==> src/rtl/bpsk_symbol_sequencer.sv <==
// rtl/bpsk_symbol_sequencer.sv - frames a byte stream into BPSK symbols
// Preamble, payload MSB first, guard tail; each symbol is held for one carrier period.
module bpsk_symbol_sequencer #(
  parameter int         SPS       = 52,
  parameter logic [7:0] PRE_PAT   = 8'hAA,
  parameter int         GUARD_SYM = 4
) (
  input  logic       clk,
  input  logic       reset,
  input  logic       in_valid,
  input  logic [7:0] in_data,
  input  logic       in_last,
  output logic       in_ready,
  output logic       gen_reset,
  output logic       gen_data,
  output logic       sym_strobe,
  output logic       busy,
  output logic       underrun
);

  localparam int CW = (SPS > 1) ? $clog2(SPS) : 1;
  localparam int GW = (GUARD_SYM > 1) ? $clog2(GUARD_SYM) : 1;

  typedef enum logic [1:0] {IDLE, PREAMBLE, DATA, GUARD} state_t;

  state_t        state;
  logic [6:0]    shift;      // bits still to send after the one on gen_data
  logic          cur_last;
  logic [7:0]    hold_byte;
  logic          hold_last;
  logic          hold_full;
  logic [CW-1:0] samp_cnt;
  logic [2:0]    bit_cnt;
  logic [GW-1:0] guard_cnt;

  logic take, start, sym_end, byte_end, load;

  assign in_ready = !reset && !hold_full && (state != GUARD);
  assign take     = in_valid && in_ready;
  assign start    = take || hold_full;
  assign sym_end  = (samp_cnt == CW'(SPS - 1));
  assign byte_end = sym_end && (bit_cnt == 3'd7);
  assign load     = byte_end && ((state == PREAMBLE) ||
                                 ((state == DATA) && !cur_last && hold_full));

  always_ff @(posedge clk) begin
    if (reset) begin
      state      <= IDLE;
      shift      <= '0;
      cur_last   <= 1'b0;
      hold_byte  <= '0;
      hold_last  <= 1'b0;
      hold_full  <= 1'b0;
      samp_cnt   <= '0;
      bit_cnt    <= '0;
      guard_cnt  <= '0;
      gen_reset  <= 1'b1;
      gen_data   <= 1'b1;
      sym_strobe <= 1'b0;
      busy       <= 1'b0;
      underrun   <= 1'b0;
    end else begin
      underrun <= 1'b0;

      // A write on the unload edge wins, so the buffer stays full with the new byte.
      if (take) begin
        hold_byte <= in_data;
        hold_last <= in_last;
        hold_full <= 1'b1;
      end else if (load) begin
        hold_full <= 1'b0;
      end

      case (state)
        IDLE: begin
          sym_strobe <= start;
          samp_cnt   <= '0;
          bit_cnt    <= '0;
          if (start) begin
            state     <= PREAMBLE;
            shift     <= PRE_PAT[6:0];
            gen_data  <= PRE_PAT[7];
            gen_reset <= 1'b0;
            busy      <= 1'b1;
          end
        end

        PREAMBLE, DATA: begin
          sym_strobe <= sym_end;
          samp_cnt   <= sym_end ? '0 : samp_cnt + CW'(1);
          if (sym_end) begin
            if (byte_end) begin
              bit_cnt <= '0;
              if (load) begin
                state    <= DATA;
                shift    <= hold_byte[6:0];
                gen_data <= hold_byte[7];
                cur_last <= hold_last;
              end else begin
                state     <= GUARD;
                gen_data  <= 1'b1;
                guard_cnt <= '0;
                underrun  <= !cur_last;
              end
            end else begin
              bit_cnt  <= bit_cnt + 3'd1;
              gen_data <= shift[6];
              shift    <= {shift[5:0], 1'b0};
            end
          end
        end

        GUARD: begin
          samp_cnt <= sym_end ? '0 : samp_cnt + CW'(1);
          if (sym_end && (guard_cnt == GW'(GUARD_SYM - 1))) begin
            state      <= IDLE;
            guard_cnt  <= '0;
            gen_reset  <= 1'b1;
            busy       <= 1'b0;
            sym_strobe <= 1'b0;
          end else begin
            sym_strobe <= sym_end;
            if (sym_end) guard_cnt <= guard_cnt + GW'(1);
          end
        end

        default: state <= IDLE;
      endcase
    end
  end

endmodule
==> config.mk <==
export PLATFORM = sky130hd
export DESIGN_NAME = bpsk_symbol_sequencer
export DESIGN_NICKNAME = d
export VERILOG_FILES = /design/src/rtl/bpsk_symbol_sequencer.sv
export SDC_FILE = /design/constraint.sdc
export NUM_CORES = 1
export LEC_CHECK = 0
export ABC_CLOCK_PERIOD_IN_PS = 2780
export BUFFER_PORTS_ARGS = -buffer_cell sky130_fd_sc_hd__clkbuf_2
export CAP_MARGIN = 15
export CORE_ASPECT_RATIO = 0.75
export CORE_UTILIZATION = 35
export CTS_BUF_LIST = sky130_fd_sc_hd__clkbuf_4 sky130_fd_sc_hd__clkbuf_8
export DETAILED_ROUTE_END_ITERATION = 6
export PLACE_DENSITY = 0.54
export SLEW_MARGIN = 20
export SYNTH_ARGS = -nofsm -noshare
export SYNTH_HDL_FRONTEND = slang
export SYNTH_SLANG_ARGS = --single-unit
==> constraint.sdc <==
create_clock -name clk -period 2.78 [get_ports clk]
set_clock_uncertainty 0.2 [all_clocks]
set_input_delay 0.278 -clock clk [delete_from_list [all_inputs] [get_ports clk]]
set_output_delay 0.278 -clock clk [all_outputs]
set_load 0.1 [all_outputs]
==> run_results.csv, run 1 <==
group,metric,value,unit
timing,fin_crit,2.326,ns
routing,wl,4154,um
routing,wire_per_inst,15.16,um
synthesis,yosysSeqAreaShare,40.88,%
clocking,cts_resized,0,
die,die_y,63.47,um
global_routing,grt_overflow,0,
clocking,cts_setup_buffers,0,
place,place_ws,0.4910,ns
synthesis,synth_cells,193,
clocking,clkLatencyLatePin,0.29,ns
synthesis,avgSynthCellArea,9.134,um^2
clocking,cts_sinks,36,
worst_setup_path,critical_path.cell_chain,"inv_1 > ha_1 > nand2b_2 > a32oi_4 > and2_0 > a311oi_1",
global_routing,grt_util_all_layers,17.11,%
layout,fillers,451,
synthesis,yosysWarnings,0,
die,initial_core_util,37.91,%
layout,layout_common_cells,"dfxtp_1, nand2_1, a21oi_1",
clocking,tritoncts,"done",
clocking,root_buffer,"clkbuf_8",
global_routing,antenna_found_initial,0,
power,ir_drop,257.7,uV
outcome,violations,"DRC",
timing,finalCritPeriodShare,83.67,%
die,core-area,4651,um^2
synthesis,synth_area,1763,um^2
timing,setup_ws,0.4540,ns
timing,holdWs,0.007655,ns
routing,via_per_inst,5.405,
global_routing,grt_pass1_wl,7024,um
synthesis,ys_async_sr_fraction,0,%
routing,drtPass1Iterations,6,
worst_setup_path,worst_setup_path_end_kind,"flip-flop",
synthesis,synth_top_area_share,40.88,%
synthesis,synth_cell_types,49,
die,rows,21,
die,pin_count,18,
routing,antenna_left,0,
timing,timing.setup.tns,0,ns
layout,area_growth,17.60,%
routing,num_vias,1481,
layout,final_common_cell,"dfxtp_1",
clocking,cts_buffers,5,
worst_setup_path,cp.required,2.74,ns
synthesis,synth_fp_nets,213,
global_routing,grt_max_degree,34,
timing,max_freq,429.9,MHz
global_routing,grt_pass1_vias,1461,
timing,setup_violations,0,
timing,rsz0062_at_grt,"false",
die,die-area,5328,um^2
outcome,outcome,"finished, violations left",
timing,worst_slew_pin_slew,0.6492,ns
worst_setup_path,worstSetupPathType,"flip-flop to flip-flop",
routing,drc,2,
timing,finalHoldViolations,0,
worst_setup_path,critical_path_arrival,2.28,ns
clocking,cts.reportedPaths.clkPinSlew,0.08,ns
place,hpwl,3020,um
synthesis,yosys_register_bits,36,
worst_setup_path,slowest_stage,"ha_1",
layout,nNetsFinal,236,
synthesis,synth.area.top_cells,"dfxtp_1, a21oi_1, ha_1",
layout,layout-drive-gt1-share,17.51,%
power,power_leakage,0.0008115,uW
job,cap_violations,0,
synthesis,yosys_most_used_dff,"dfxtp_1",
routing,dr.first_iter.drc_count,149,
place,portBuffers,17,
synthesis,yosysTopAreaCell,"dfxtp_1",
worst_setup_path,max_stage_delay,0.40,ns
layout,diodes,0,
place,gp_congestion,0.8353,
clocking,htreeDepth,2,
worst_setup_path,cp_max_fo,9,
worst_setup_path,crit_family,"simple AND/OR/NAND/NOR gates",
timing,drv_slew,0,
worst_setup_path,worst_setup_path_start_kind,"flip-flop",
timing,maxSlewHeadroom,56.63,%
die,die_w,83.95,um
power,p_per_area,733.7,nW/um^2
worst_setup_path,path_buf_inv,1,
synthesis,synth-edff-count,0,
clocking,clock_path_buffers,2,
worst_hold_path,hold_class,"input pin to flip-flop",
[kinds of logic after synthesis]
| group | count (synthesis) | share of synthesized area (%) |
|---|---|---|
| simple gates | 75 | 23.28 |
| compound gates | 51 | 22.43 |
| flops | 36 | 40.88 |
| buf+inv | 16 | 3.975 |
| fa+ha+maj | 8 | 5.678 |
| mux | 4 | 2.271 |
| xor+xnor | 3 | 1.491 |
[worst min-delay path: cells and delay by family]
family                 cells  cell delay [ns]
buffers and inverters      1             0.08
AOI/OAI and AO/OA          1             0.05
and+or+nand+nor            1             0.04
[through the flow]
stage / cells / cell area [um^2] / utilization [%] / power, uW
after global routing: 274 / 2073 / 44.58 / 1608
after floorplan: 193 / 1774 / - / 969.3
after detailed placement: 260 / 1902 / 40.89 / 1056
after global placement: 260 / 1902 / 40.89 / 1052
after CTS: 274 / 2073 / 44.58 / 1532
final: 274 / 2073 / 44.58 / 1521
[sequential cells by signal, summed over array words and instances (netlist names), 2 cells and up]
register   count
shift          7
guard_cnt      2
hold_byte      8
bit_cnt        3
state          2
samp_cnt       6
[routing by layer]
metal | track usage, % | wire length [um] | up-vias
met5 | 0 | 0 | -
met4 | 6.681 | 44 | 0
met3 | 4.849 | 200 | 4
met2 | 23.57 | 1697 | 36
met1 | 24.82 | 2211 | 700
li1 | - | - | 741
[path summary, 6_finish.rpt]
check | from | end | slack (ns) | cells after the start
setup / recovery | state[0] | shift[5] | 0.45 | 6
hold / removal | in_data[0] | hold_byte[0] | 0.008 | 3
hold reg to reg | samp_cnt[0] | samp_cnt[0] | 0.27 | 1
setup reg to reg | state[0] | shift[5] | 0.45 | 6
[cell usage after synthesis (4+ instances only)]
cell type	count
nand2_1	26
inv_1	7
clkbuf_1	6
dfxtp_1	36
a311oi_1	6
mux2i_1	4
a21oi_1	23
nor2b_1	5
nand4_1	6
ha_1	8
nand3_1	9
nor2_1	8
[repair_timing]
action / CTS / global route
hold buffers: 6 / 0
setup endpoints to repair: 0 / 0
hold endpoints to repair: 6 / 0
[cell type report]
cell class              count  area (um^2)  area share [%]
clock buffers               5        68.82           3.319
multi-input cells         141        983.4           47.44
clock inverters             3        42.54           2.052
repair buffers             25        160.2           7.725
inverters                   7        26.28           1.267
flip-flops and latches     36        720.7           34.76
well taps                  57        71.32           3.440
[where the power goes]
part	internal [uW]	total (uW)	switching [uW]	leakage, uW
Sequential	576	617	40.5	0.000294
Clock	265	463	198	0.0000541
Combinational	138	441	304	0.000463
Power figures use the tool's default switching activity.
==> run 2: changes to the inputs <==
--- a/config.mk
+++ b/config.mk
@@ -5,7 +5,7 @@
 export SDC_FILE = /design/constraint.sdc
 export NUM_CORES = 1
 export LEC_CHECK = 0
-export ABC_CLOCK_PERIOD_IN_PS = 2780
+export ABC_CLOCK_PERIOD_IN_PS = 2400
 export BUFFER_PORTS_ARGS = -buffer_cell sky130_fd_sc_hd__clkbuf_2
 export CAP_MARGIN = 15
 export CORE_ASPECT_RATIO = 0.75
==> constraint.sdc (replaced) <==
create_clock -name clk -period 2.4 [get_ports clk]
set_clock_uncertainty 0.2 [all_clocks]
set_input_delay 0.24 -clock clk [delete_from_list [all_inputs] [get_ports clk]]
set_output_delay 0.24 -clock clk [all_outputs]
set_load 0.1 [all_outputs]
==> run 2 against run 1 <==
Effect of this change:
- the run still ends with DRC left
- clock-buffer cell count up 2
- combinational power up 20%
- routed wire length up 3.5%
- critical path depth unchanged
- via count up 4.5%
- core utilization up 0.81 points
- sequential power up 15%
- clock power about the same
- sequential share of layout area down 0.62 points
- maximum frequency up 1.2%
- die area unchanged
- non-clock buffer count up 5
- largest cell class unchanged
- largest power group unchanged
==> run_results.csv, run 2 (same netlist as run 1, synthesis figures left out) <==
group,metric,value,unit
power,p_sw_share,36.07,%
outcome,outcome,"finished, violations left",
clocking,cts_sinks,36,
layout,largest_register_ffs,8,
worst_hold_path,hold_class,"input pin to flip-flop",
worst_hold_path,hold_depth,3,
routing,via_per_inst,5.568,
worst_setup_path,reg2reg_from,"state[1]",
place,hpwl,3194,um
die,core-area,4651,um^2
power,power.share.clock,27.2,%
worst_setup_path,critical_path_arrival,2.26,ns
die,rows,21,
layout,nNetsFinal,241,
timing,max_freq,435.0,MHz
clocking,tritoncts,"done",
worst_setup_path,rr_worst_depth,6,
timing,setup_violations,0,
timing,timing.setup.tns,0,ns
routing,dr.first_iter.drc_count,90,
die,die-area,5328,um^2
worst_hold_path,hold_start,"reset",
layout,diodes,0,
routing,antenna_left,0,
clocking,cts_buffers,5,
power,power.total,1705,uW
global_routing,grt_max_degree,34,
power,p_int,1090,uW
global_routing,antenna_found_initial,0,
worst_setup_path,cp.required,2.36,ns
die,pin_count,18,
place,portBuffers,17,
worst_setup_path,cp_max_fo,9,
power,ir_drop,272.2,uV
power,p_comb_share,31.2,%
global_routing,grt_overflow,0,
worst_setup_path,worst_setup_path_start_kind,"flip-flop",
timing,finalCritPeriodShare,95.79,%
clocking,cts_setup_buffers,0,
worst_setup_path,worst_setup_path_end_kind,"flip-flop",
worst_setup_path,reg2reg_slack,0.10,ns
routing,drtPass1Iterations,7,
clocking,root_buffer,"clkbuf_8",
die,die_y,63.47,um
routing,num_vias,1548,
layout,top_register,"hold_byte",
outcome,violations,"DRC",
layout,layout-drive-gt1-share,17.65,%
routing,wl,4299,um
power,seqPwrFrac,41.6,%
timing,drv_slew,0,
layout,layout_common_cells,"dfxtp_1, nand2_1, a21oi_1",
timing,maxSlewHeadroom,63.67,%
timing,worst_slew_pin_slew,0.5473,ns
die,die_w,83.95,um
clocking,htreeDepth,2,
timing,fin_crit,2.299,ns
timing,finalHoldViolations,0,
layout,top_regs,"hold_byte (8), shift (7), samp_cnt (6)",
global_routing,grt_pass1_vias,1471,
layout,final_common_cell,"dfxtp_1",
global_routing,grt_pass1_wl,7383,um
clocking,cts.reportedPaths.clkPinSlew,0.07,ns
place,gp_congestion,0.8475,
die,initial_core_util,37.91,%
timing,rsz0062_at_grt,"false",
power,net-switching-power,614.9,uW
clocking,clock_path_buffers,2,
power,p_per_area,807.7,nW/um^2
routing,drc,2,
clocking,clkLatencyLatePin,0.29,ns
layout,area_growth,19.73,%
routing,wire_per_inst,15.46,um
global_routing,grt_util_all_layers,18.01,%
worst_setup_path,r2r-end,"shift[2]",
worst_setup_path,worstSetupPathType,"flip-flop to flip-flop",
power,power_leakage,0.0008327,uW
worst_hold_path,hold_end,"sym_strobe",
job,cap_violations,0,
-- run 2: cell count changes in the layout (fill, tap and decap cells not counted), sizes merged --
cell,before,now
buf,2,4
bufinv,1,0
clkbuf,22,24
clkinv,1,0
clkinvlp,1,0
dlygate4sd3,6,9
-- run 2: timing repair --
item | 4_1_cts | 5_1_grt
hold endpoints to repair | 8 | 1
resized for setup | 0 | 2
hold buffers | 8 | 1
endpoints found under the setup margin | 0 | 6
-- run 2: worst max-delay path by stage --
stage / endpoint / slack [ns] / depth (start not counted) / startpoint
floorplan: hold_byte[0] / 0.05 / 6 / state[0]
global placement: shift[2] / 0.12 / 5 / state[0]
detailed placement: shift[2] / 0.06 / 6 / state[1]
CTS: shift[2] / 0.05 / 6 / state[1]
global route: shift[2] / 0.003 / 6 / state[1]
finish: shift[2] / 0.10 / 6 / state[1]
-- run 2: metrics by stage --
step | area [um^2] | hold slack (ns) | utilization [%] | setup WS (ns) | cells
6_report | 2111 | 0.1123 | 45.39 | 0.1011 | 278
3_3_place_gp | 1917 | 0.2233 | 41.22 | 0.1220 | 262
2_1_floorplan | 1774 | 0.1760 | - | 0.04700 | 193
3_5_place_dp | 1917 | 0.2362 | 41.22 | 0.06118 | 262
5_1_grt | 2111 | 0.1100 | 45.39 | 0.002617 | 278
4_1_cts | 2093 | 0.004803 | 45.01 | 0.04883 | 277
-- run 2: layer usage --
layer,up-vias,track usage (%),part of all wire [%]
li1,754,-,-
met1,759,24.70,51
met2,27,26.95,43
met3,8,6.422,4.5
met4,0,4.310,1.1
met5,-,0,0
-- run 2: area by class of cell --
| cell class | count | area, um^2 |
|---|---|---|
| tap | 57 | 71.32 |
| inverter | 7 | 26.28 |
| timing repair buffer | 30 | 205.2 |
| clock buffer | 7 | 96.34 |
| sequential | 36 | 720.7 |
| multi-input combinational | 141 | 991.0 |
| fill | 468 | 2540 |
-- run 2: power by group through the flow --
| stage | Combinational [uW] | Sequential (uW) | Clock, uW |
|---|---|---|---|
| 2_1_floorplan | 294 | 829 | 0 |
| 3_3_place_gp | 502 | 721 | 0 |
| 3_5_place_dp | 512 | 723 | 0 |
| 4_1_cts | 523 | 709 | 477 |
| 5_1_grt | 576 | 717 | 507 |
| 6_report | 531 | 710 | 464 |
-- run 2: critical path, cell delays in order (launching register included) --
cell	delay (ns)
dfxtp_1	0.39
inv_1	0.10
ha_1	0.35
nand2b_2	0.28
a32oi_4	0.37
and2_1	0.33
a311oi_1	0.14
